File: src/rtl/spi_pkg.sv
// Shared types and constants for the SPI mode-0 receive path and its
// MAX7219-style register sink.
package spi_pkg;

  localparam int unsigned SPI_DATA_W      = 16;
  localparam int unsigned SPI_SYNC_STAGES = 2;

  typedef enum logic [1:0] {
    IDLE,
    SHIFT,
    CLOSE
  } state_e;

  // MAX7219 register map (frame bits [11:8])
  localparam logic [3:0] ADDR_NOOP       = 4'h0;
  localparam logic [3:0] ADDR_DIGIT0     = 4'h1;
  localparam logic [3:0] ADDR_DIGIT1     = 4'h2;
  localparam logic [3:0] ADDR_DIGIT2     = 4'h3;
  localparam logic [3:0] ADDR_DIGIT3     = 4'h4;
  localparam logic [3:0] ADDR_DIGIT4     = 4'h5;
  localparam logic [3:0] ADDR_DIGIT5     = 4'h6;
  localparam logic [3:0] ADDR_DIGIT6     = 4'h7;
  localparam logic [3:0] ADDR_DIGIT7     = 4'h8;
  localparam logic [3:0] ADDR_DECODE     = 4'h9;
  localparam logic [3:0] ADDR_INTENSITY  = 4'hA;
  localparam logic [3:0] ADDR_SCAN_LIMIT = 4'hB;
  localparam logic [3:0] ADDR_SHUTDOWN   = 4'hC;
  localparam logic [3:0] ADDR_TEST       = 4'hF;

  typedef struct packed {
    logic [3:0] rsvd;
    logic [3:0] addr;
    logic [7:0] data;
  } max_word_t;

endpackage

File: src/rtl/spi_slave_rx_sync_edge.sv
// N-stage synchronizer with a delayed copy for edge detection. Edges are
// suppressed until the chain has been refilled from the pin after reset.
module sync_edge #(
  parameter int unsigned STAGES  = 2,
  parameter logic        RST_VAL = 1'b0
) (
  input  logic clk,
  input  logic rst_n,
  input  logic i_d,
  output logic o_level,
  output logic o_rise_c,
  output logic o_fall_c
);

  logic [STAGES-1:0] r_sync;
  logic              r_dly;
  logic [STAGES:0]   r_primed;

  always_ff @(posedge clk or negedge rst_n) begin
    if (!rst_n) begin
      r_sync   <= {STAGES{RST_VAL}};
      r_dly    <= RST_VAL;
      r_primed <= '0;
    end else begin
      r_sync   <= {r_sync[STAGES-2:0], i_d};
      r_dly    <= r_sync[STAGES-1];
      r_primed <= {r_primed[STAGES-1:0], 1'b1};
    end
  end

  // a reset-value -> pin-value transition is not a real edge
  assign o_level  = r_sync[STAGES-1];
  assign o_rise_c = r_primed[STAGES] &  r_sync[STAGES-1] & ~r_dly;
  assign o_fall_c = r_primed[STAGES] & ~r_sync[STAGES-1] &  r_dly;

endmodule

File: src/rtl/spi_slave_rx.sv
// SPI mode-0 frame receiver, MSB first, oversampled in the clk domain.
// Define SPI_RX_REGFILE_EN to add a 16x8 MAX7219-style register file (DATA_W=16).
module spi_slave_rx
  import spi_pkg::*;
#(
  parameter int unsigned DATA_W      = SPI_DATA_W,
  parameter int unsigned SYNC_STAGES = SPI_SYNC_STAGES
) (
  input  logic              clk,
  input  logic              rst_n,
  input  logic              sclk,
  input  logic              mosi,
  input  logic              cs_n,
  output logic [DATA_W-1:0] rx_data,
  output logic              rx_valid,
  output logic              frame_err,
`ifdef SPI_RX_REGFILE_EN
  output logic              busy,
  input  logic [3:0]        reg_addr,
  output logic [7:0]        reg_rdata
`else
  output logic              busy
`endif
);

  localparam int unsigned      CNT_W    = $clog2(DATA_W + 2);
  localparam logic [CNT_W-1:0] CNT_FULL = CNT_W'(DATA_W);
  localparam logic [CNT_W-1:0] CNT_SAT  = CNT_W'(DATA_W + 1);

  logic w_sclk_s, w_sclk_rise, w_sclk_fall;
  logic w_cs_s, w_cs_rise, w_cs_fall;
  logic w_mosi_s, w_mosi_rise, w_mosi_fall;

  state_e            r_state;
  logic [CNT_W-1:0]  r_cnt;
  logic [DATA_W-1:0] r_shift;
  logic [DATA_W-1:0] r_rx_data;
  logic              r_rx_valid;
  logic              r_frame_err;
  logic              r_busy;

  sync_edge #(.STAGES(SYNC_STAGES), .RST_VAL(1'b0)) u_sync_sclk (
    .clk(clk), .rst_n(rst_n), .i_d(sclk),
    .o_level(w_sclk_s), .o_rise_c(w_sclk_rise), .o_fall_c(w_sclk_fall)
  );

  sync_edge #(.STAGES(SYNC_STAGES), .RST_VAL(1'b1)) u_sync_cs (
    .clk(clk), .rst_n(rst_n), .i_d(cs_n),
    .o_level(w_cs_s), .o_rise_c(w_cs_rise), .o_fall_c(w_cs_fall)
  );

  // same depth as sclk so the sampled bit lines up with the sclk rise
  sync_edge #(.STAGES(SYNC_STAGES), .RST_VAL(1'b0)) u_sync_mosi (
    .clk(clk), .rst_n(rst_n), .i_d(mosi),
    .o_level(w_mosi_s), .o_rise_c(w_mosi_rise), .o_fall_c(w_mosi_fall)
  );

  always_ff @(posedge clk or negedge rst_n) begin
    if (!rst_n) begin
      r_state     <= IDLE;
      r_cnt       <= '0;
      r_shift     <= '0;
      r_rx_data   <= '0;
      r_rx_valid  <= 1'b0;
      r_frame_err <= 1'b0;
      r_busy      <= 1'b0;
    end else begin
      r_rx_valid  <= 1'b0;
      r_frame_err <= 1'b0;
      case (r_state)
        IDLE: begin
          if (w_cs_fall) begin
            r_cnt   <= '0;
            r_busy  <= 1'b1;
            r_state <= SHIFT;
          end
        end
        SHIFT: begin
          // counter saturates one past full so overlong frames stay visible
          if (w_sclk_rise) begin
            r_shift <= {r_shift[DATA_W-2:0], w_mosi_s};
            if (r_cnt != CNT_SAT) r_cnt <= r_cnt + CNT_W'(1);
          end
          if (w_cs_rise) begin
            r_busy  <= 1'b0;
            r_state <= CLOSE;
          end
        end
        CLOSE: begin
          if (r_cnt == CNT_FULL) begin
            r_rx_data  <= r_shift;
            r_rx_valid <= 1'b1;
          end else begin
            r_frame_err <= 1'b1;
          end
          r_state <= IDLE;
        end
        default: r_state <= IDLE;
      endcase
    end
  end

  assign rx_data   = r_rx_data;
  assign rx_valid  = r_rx_valid;
  assign frame_err = r_frame_err;
  assign busy      = r_busy;

`ifdef SPI_RX_REGFILE_EN
  logic [7:0] r_regs [16];
  max_word_t  w_word;

  assign w_word = max_word_t'(r_rx_data[15:0]);

  // writes to NOOP are dropped; the top nibble is don't-care
  always_ff @(posedge clk or negedge rst_n) begin
    if (!rst_n) begin
      for (int i = 0; i < 16; i++) r_regs[i] <= '0;
    end else if (r_rx_valid && (w_word.addr != ADDR_NOOP)) begin
      r_regs[w_word.addr] <= w_word.data;
    end
  end

  assign reg_rdata = r_regs[reg_addr];

  logic w_unused;
  assign w_unused = &{1'b0, w_sclk_s, w_sclk_fall, w_cs_s, w_mosi_rise, w_mosi_fall,
                      w_word.rsvd};
`else
  logic w_unused;
  assign w_unused = &{1'b0, w_sclk_s, w_sclk_fall, w_cs_s, w_mosi_rise, w_mosi_fall};
`endif

endmodule

File: config.mk
export PLATFORM = sky130hd
export DESIGN_NAME = spi_slave_rx
export DESIGN_NICKNAME = d
export VERILOG_FILES = /design/src/rtl/spi_pkg.sv /design/src/rtl/spi_slave_rx_sync_edge.sv /design/src/rtl/spi_slave_rx.sv
export SDC_FILE = /design/constraint.sdc
export NUM_CORES = 1
export LEC_CHECK = 0
export CAP_MARGIN = 20
export CORE_ASPECT_RATIO = 0.5
export CORE_UTILIZATION = 55
export DETAILED_ROUTE_END_ITERATION = 7
export PLACE_DENSITY = 0.79
export SETUP_SLACK_MARGIN = 0.02
export SLEW_MARGIN = 30
export SYNTH_ARGS = -nofsm -noshare
export SYNTH_HDL_FRONTEND = slang
export SYNTH_SLANG_ARGS = --single-unit
File: constraint.sdc
create_clock -name clk -period 2.2 [get_ports clk]
set_input_delay 0.33 -clock clk [delete_from_list [all_inputs] [get_ports clk]]
set_output_delay 0.33 -clock clk [all_outputs]
set_load 0.01 [all_outputs]
## After elaboration in Yosys (flattened, before gate mapping)

Cells that the tools add are included.

- Bits in registers: 56
- Input bits: 5
- Logic and storage cells: 53

- Add/sub/neg operators: 1
- Equality and inequality tests: 8
- Muxes and demuxes: 14
- Bitwise operators: 9
- Reduce and logical (&&, ||, !) cells: 7

Operators with widths:

| operator | number |
|---|---|
| two-way mux 5 bit | 3 |
| one-hot mux 5 bit (2 select lines) | 1 |
| AND 1 bit | 6 |
| two-way mux 1 bit | 6 |
| != test 2 x 1 -> 1 bit (second input constant) | 3 |
| AND reduction 2 bit | 3 |
| adder 5 x 1 -> 5 bit (second input constant) | 1 |
| == test 5 bit (second input constant) | 1 |
| != test 5 bit (second input constant) | 1 |
| two-way mux 2 bit | 2 |
| one-hot mux 2 bit (2 select lines) | 1 |
| AND reduction 4 bit | 1 |
| inverter 1 bit | 3 |
| AND reduction 3 bit | 1 |
| == test 2 x 1 -> 1 bit (second input constant) | 1 |
| == test 2 bit (second input constant) | 1 |
| zero test 2 bit | 1 |
| != test 2 bit (second input constant) | 1 |
| one-hot mux 1 bit (2 select lines) | 1 |
| nonzero test 2 bit | 1 |

## Logic depth before layout (Yosys ltp)

- Word-level depth: 5
- Depth in mapped cells: 5
- Depth with buffers taken out: 5

## By module

A second synthesis with hierarchy kept.

- Cell total of the unflattened synthesis: 145
- Area total of the unflattened synthesis: 2331.0 µm²

Modules (own cells, without submodules):

| module | times used | cells each | area each (µm²) | seq. area each (µm²) |
|---|---|---|---|---|
| spi_slave_rx | 1 | 118 | 1813.0 | 1051.0 |
| sync_edge (u_sync_mosi ...) | 2 | 9 | 171.4 | 150.1 |
| sync_edge (u_sync_cs) | 1 | 9 | 175.2 | 153.9 |

## Worst setup path after synthesis

No wires, ideal clock.

- Kind: register to register
- Start point: register r_cnt[0]
- End point: register r_rx_data[0] (netlist: rx_data[0])
- Arrival: 1305 ps
- Setup slack: 770 ps
- Cell stages (with the launch flop): 6
- Path buffers: 1
- Period minus slack after synthesis: 1430 ps
- Cell sequence: dfrtp_1 -> inv_1 -> ha_1 -> nand4_4 -> buf_6 -> mux2_4

- Cells in the longest elaborated chain, start to end: 2

Ends and longest elaborated chain:

| element | line | RTL |
|---|---|---|
| start: declaration | spi_slave_rx.sv:35 | `logic [CNT_W-1:0] r_cnt;` |
| start signal: assignment | spi_slave_rx.sv:82 | `if (r_cnt != CNT_SAT) r_cnt <= r_cnt + CNT_W'(1);` |
| == test 5 bit | spi_slave_rx.sv:90 | `if (r_cnt == CNT_FULL) begin` |
| AND reduction 2 bit (no source line) | -- |  |
| end signal: assignment | spi_slave_rx.sv:91 | `r_rx_data <= r_shift;` |
| end: declaration | spi_slave_rx.sv:37 | `logic [DATA_W-1:0] r_rx_data;` |

Every way passes these cells.
A chain may end at the register's enable or synchronous reset.

## Worst setup path after layout

- Start point: register r_state[1]
- End point: register r_cnt[1]

- Cells in the longest elaborated chain, start to end: 3
- Elaborated cells on any way between the ends: 8

Ends and longest elaborated chain:

| element | line | RTL |
|---|---|---|
| start: declaration | spi_slave_rx.sv:34 | `state_e r_state;` |
| start signal: assignment | spi_slave_rx.sv:60 | `r_state <= IDLE;` |
| start signal: assignment | spi_slave_rx.sv:75 | `r_state <= SHIFT;` |
| start signal: assignment | spi_slave_rx.sv:86 | `r_state <= CLOSE;` |
| == test 2 x 1 -> 1 bit / zero test 2 bit (equally long branches) | spi_slave_rx.sv:70 | `case (r_state)` |
| != test 2 x 1 -> 1 bit (no source line) (tied with other cells) | -- |  |
| AND reduction 4 bit (no source line) | -- |  |

Several ways; a longest one is shown, not always the timed one.

==> impl_metrics.xml <==
<?xml version="1.0" encoding="UTF-8"?>
<metrics>
  <group name="status">
    <metric name="run_status" unit="">finished, final reports clean</metric>
  </group>
  <group name="clock_tree">
    <metric name="cts_resized" unit="">0</metric>
    <metric name="clock_sink_count" unit="">53</metric>
    <metric name="cts_max_path_buffers" unit="">2</metric>
    <metric name="cts_root_buffer" unit="">clkbuf_8</metric>
    <metric name="cts_buffers" unit="">5</metric>
    <metric name="cts_tree" unit="">built</metric>
    <metric name="htree_levels" unit="">2</metric>
    <metric name="number_of_buffers_inserted_for_hold_repair_after_clock_tree_synthesis" unit="">0</metric>
    <metric name="insertion_delay" unit="ns">0.30</metric>
    <metric name="clkTransAtPathRegs" unit="ns">0.10</metric>
    <metric name="cts.repair_timing.setup_buffer_count" unit="">0</metric>
  </group>
  <group name="timing">
    <metric name="hold-worst-slack" unit="ns">0.1232</metric>
    <metric name="final.period_utilization" unit="%">79.12</metric>
    <metric name="timing.setup.tns" unit="ns">0</metric>
    <metric name="postLayoutSetupSlackWorst" unit="ns">0.4593</metric>
    <metric name="min_period" unit="ns">1.741</metric>
    <metric name="worst-slew-pin-transition" unit="ns">0.6384</metric>
    <metric name="slew_headroom" unit="%">57.44</metric>
    <metric name="finalHoldViolCount" unit="">0</metric>
    <metric name="fin_worst_skew" unit="ns">0.009706</metric>
    <metric name="achievable_clock_frequency" unit="MHz">574.5</metric>
    <metric name="finalSetupViolations" unit="">0</metric>
    <metric name="rsz0062_at_grt" unit="">false</metric>
    <metric name="final-max-slew-violation-count" unit="">0</metric>
  </group>
  <group name="power">
    <metric name="internal_power" unit="W">0.001398</metric>
    <metric name="power.switching" unit="W">0.0005147</metric>
    <metric name="power.share.combinational" unit="%">11.6</metric>
    <metric name="p_total" unit="W">0.001912</metric>
    <metric name="vdd_ir_drop_max" unit="uV">420.1</metric>
    <metric name="switching_share" unit="%">26.91</metric>
    <metric name="power_frac_clock" unit="%">28.6</metric>
    <metric name="power.static_leakage" unit="nW">1.178</metric>
    <metric name="power_frac_seq" unit="%">59.8</metric>
    <metric name="powerDensity" unit="nW/um^2">787.5</metric>
  </group>
  <group name="setup_path">
    <metric name="critical_path.reg2reg.startpoint" unit="">r_state[1]$_DFFE_PN0P_</metric>
    <metric name="cp-start-kind" unit="">flop</metric>
    <metric name="worst-r2r-setup-slack" unit="ns">0.46</metric>
    <metric name="crit_path_cell_trace" unit="">and2b_2, nand4b_4, a31oi_2, mux2i_1</metric>
    <metric name="worst-endpoint-required" unit="ns">2.43</metric>
    <metric name="r2r_cells" unit="">4</metric>
    <metric name="crit-reg2reg-capture" unit="">r_cnt[1]$_DFFE_PN0P_</metric>
    <metric name="crit_buf_inv" unit="">0</metric>
    <metric name="worst_path_max_delay_cell" unit="">dfrtp_1</metric>
    <metric name="data_arrival_time_of_the_worst_path" unit="ns">1.97</metric>
    <metric name="worstSetupPathType" unit="">reg -&gt; reg</metric>
    <metric name="worst_path_largest_cell_delay" unit="ns">0.43</metric>
    <metric name="crit_path_capture_type" unit="">flop</metric>
    <metric name="largest_fanout_on_the_critical_path" unit="">21</metric>
    <metric name="cp_top_family" unit="">simple AND/OR/NAND/NOR gates</metric>
  </group>
  <group name="synth">
    <metric name="yosys_warnings" unit="">0</metric>
    <metric name="synth_seq_area_share" unit="%">64.19</metric>
    <metric name="ys_dominant_reg_cell" unit="">dfrtp_1</metric>
    <metric name="synth_area" unit="sq um">2072</metric>
    <metric name="synth_top_area_cell" unit="">dfrtp_1</metric>
    <metric name="synth-edff-count" unit="">0</metric>
    <metric name="yosysTopAreaCellShare" unit="%">60.39</metric>
    <metric name="yosys.cell_types.count" unit="">31</metric>
    <metric name="netlist_top_cells_area" unit="">dfrtp_1, mux2_2, mux2_4</metric>
    <metric name="synthCells" unit="">132</metric>
    <metric name="synth_most_common_cell" unit="">dfrtp_1</metric>
    <metric name="synth_top_cells_by_count" unit="">dfrtp_1, mux2_2, mux2_4</metric>
    <metric name="ys_ff_latch" unit="">53</metric>
    <metric name="avgSynthCellArea" unit="sq um">15.70</metric>
    <metric name="async_set_or_reset_flop_fraction_in_the_synthesized_netlist" unit="%">100.0</metric>
    <metric name="mappedNetlistNets" unit="">140</metric>
  </group>
  <group name="place">
    <metric name="numPortBuffers" unit="">23</metric>
    <metric name="gp_congestion" unit="">0.8421</metric>
    <metric name="pre_cts_slack" unit="ns">0.4896</metric>
    <metric name="dpl-instance-area" unit="sq um">2338</metric>
    <metric name="dp.final_hpwl" unit="um">2058</metric>
  </group>
  <group name="die">
    <metric name="floorplan.die_area" unit="sq um">4032</metric>
    <metric name="core_region_area" unit="sq um">3510</metric>
    <metric name="starting_density_of_the_core" unit="%">59.04</metric>
    <metric name="die_width" unit="um">88.80</metric>
    <metric name="boundaryPins" unit="">24</metric>
    <metric name="rows" unit="">15</metric>
    <metric name="dieHeight" unit="um">45.40</metric>
  </group>
  <group name="grt">
    <metric name="total_global_routing_track_utilization" unit="%">17.86</metric>
    <metric name="first_pass_grt_wire_length" unit="um">5147</metric>
    <metric name="largest_net_degree_at_the_start_of_global_routing" unit="">54</metric>
    <metric name="first_global_vias" unit="">1100</metric>
    <metric name="grt_antenna_before_repair" unit="">0</metric>
    <metric name="grt_overflow" unit="">0</metric>
  </group>
  <group name="hold_path">
    <metric name="worstHoldPathType" unit="">in -&gt; async</metric>
  </group>
  <group name="route">
    <metric name="routedWlPerCell" unit="um">14.63</metric>
    <metric name="final_antenna_net_count" unit="">0</metric>
    <metric name="avgViaCountPerCell" unit="">5.165</metric>
    <metric name="route.vias.total" unit="">1095</metric>
    <metric name="routed_wirelength" unit="um">3101</metric>
    <metric name="drt_pass1_iterations" unit="">4</metric>
    <metric name="drt_iter0_markers" unit="">21</metric>
    <metric name="drc" unit="">0</metric>
  </group>
  <group name="finish">
    <metric name="filler_cell_count" unit="">248</metric>
    <metric name="multi_input_comb_area" unit="sq um">696.9</metric>
    <metric name="drive_above_1_share" unit="%">31.68</metric>
    <metric name="finish.instance_area" unit="sq um">2429</metric>
    <metric name="register_area" unit="sq um">1330</metric>
    <metric name="post_layout_net_count" unit="">168</metric>
    <metric name="final_antenna_diode_count" unit="">0</metric>
    <metric name="area_growth_syn_to_layout" unit="%">17.21</metric>
  </group>
  <group name="flow_run">
    <metric name="number_of_max_cap_violations" unit="">0</metric>
  </group>
</metrics>
## cells by family after synthesis
group | synth area share [%]
flops | 64.19
fa+ha+maj | 1.812
buf+inv | 2.174
other cells | 0.1810
simple gates | 7.247
mux | 19.99
compound gates | 4.408
## through the flow
step                utilization [%]  std cells
floorplan                         -        132
global placement              66.63        204
detailed placement            66.63        204
CTS                           69.20        212
global route                  69.20        212
finish                        69.20        212
## worst max-delay path by stage
stage | start | to | cells past startpoint
4_1_cts | r_state[1]$_DFFE_PN0P_ | r_cnt[1]$_DFFE_PN0P_ | 4
5_1_grt | r_state[1]$_DFFE_PN0P_ | r_cnt[1]$_DFFE_PN0P_ | 4
3_5_place_dp | r_state[1]$_DFFE_PN0P_ | r_cnt[1]$_DFFE_PN0P_ | 4
3_3_place_gp | r_state[1]$_DFFE_PN0P_ | r_cnt[0]$_DFFE_PN0P_ | 4
2_1_floorplan | r_cnt[0]$_DFFE_PN0P_ | rx_data[0]$_DFFE_PN0P_ | 5
6_report | r_state[1]$_DFFE_PN0P_ | r_cnt[1]$_DFFE_PN0P_ | 4
## layer usage
metal | routed length (um) | track usage, %
met1 | 1462 | 22.83
met2 | 1538 | 30.00
met3 | 87 | 5.072
met4 | 12 | 6.452
met5 | 0 | 0
## layout make-up
type                       instances  share of cell area, %
clock buffer                       5                  2.834
clock inverter                     3                 0.8758
inverter                           4                 0.6182
multi-input combinational         72                  28.70
sequential                        53                  54.77
tap                               51                  2.628
timing repair buffer              24                  9.583
## power by group through the flow
stage	clock [W]	sequential [W]	combinational (W)
floorplan	0	0.00114	0.000161
global placement	0	0.00116	0.000213
detailed placement	0	0.00116	0.000225
CTS	0.000561	0.00114	0.000226
global route	0.000594	0.00116	0.000255
finish	0.000547	0.00114	0.000223
## registers in the layout, indices dropped and copies added, names as in the netlist
register,count
r_shift,16
rx_data,16
r_cnt,5
u_sync_cs.r_primed,3
r_state,2
u_sync_cs.r_sync,2
u_sync_mosi.r_sync,2
u_sync_sclk.r_sync,2
busy,1
frame_err,1
rx_valid,1
u_sync_cs.r_dly,1
u_sync_sclk.r_dly,1
## worst register-to-register path, delay by kind of cell (launching register included)
family	cells	cell delay [ns]
AOI/OAI and AO/OA	1	0.39
and+or+nand+nor	2	0.62
muxes	1	0.22
DFF	1	0.43
## cell usage in the layout, fill, tap and decap left out, types with 2 or more instances in the layout
master / count
dfrtp_1: 50
mux2i_1: 2
dfstp_2: 3
nand2_1: 7
clkdlybuf4s50_1: 22
mux2_4: 9
inv_1: 4
nand3_1: 3
a22o_1: 2
nor2b_1: 2
mux2_2: 23
ha_1: 3
o21ai_0: 2
clkbuf_8: 5
nor2_1: 2
nor3_1: 2
Power figures use the tool's default switching activity.
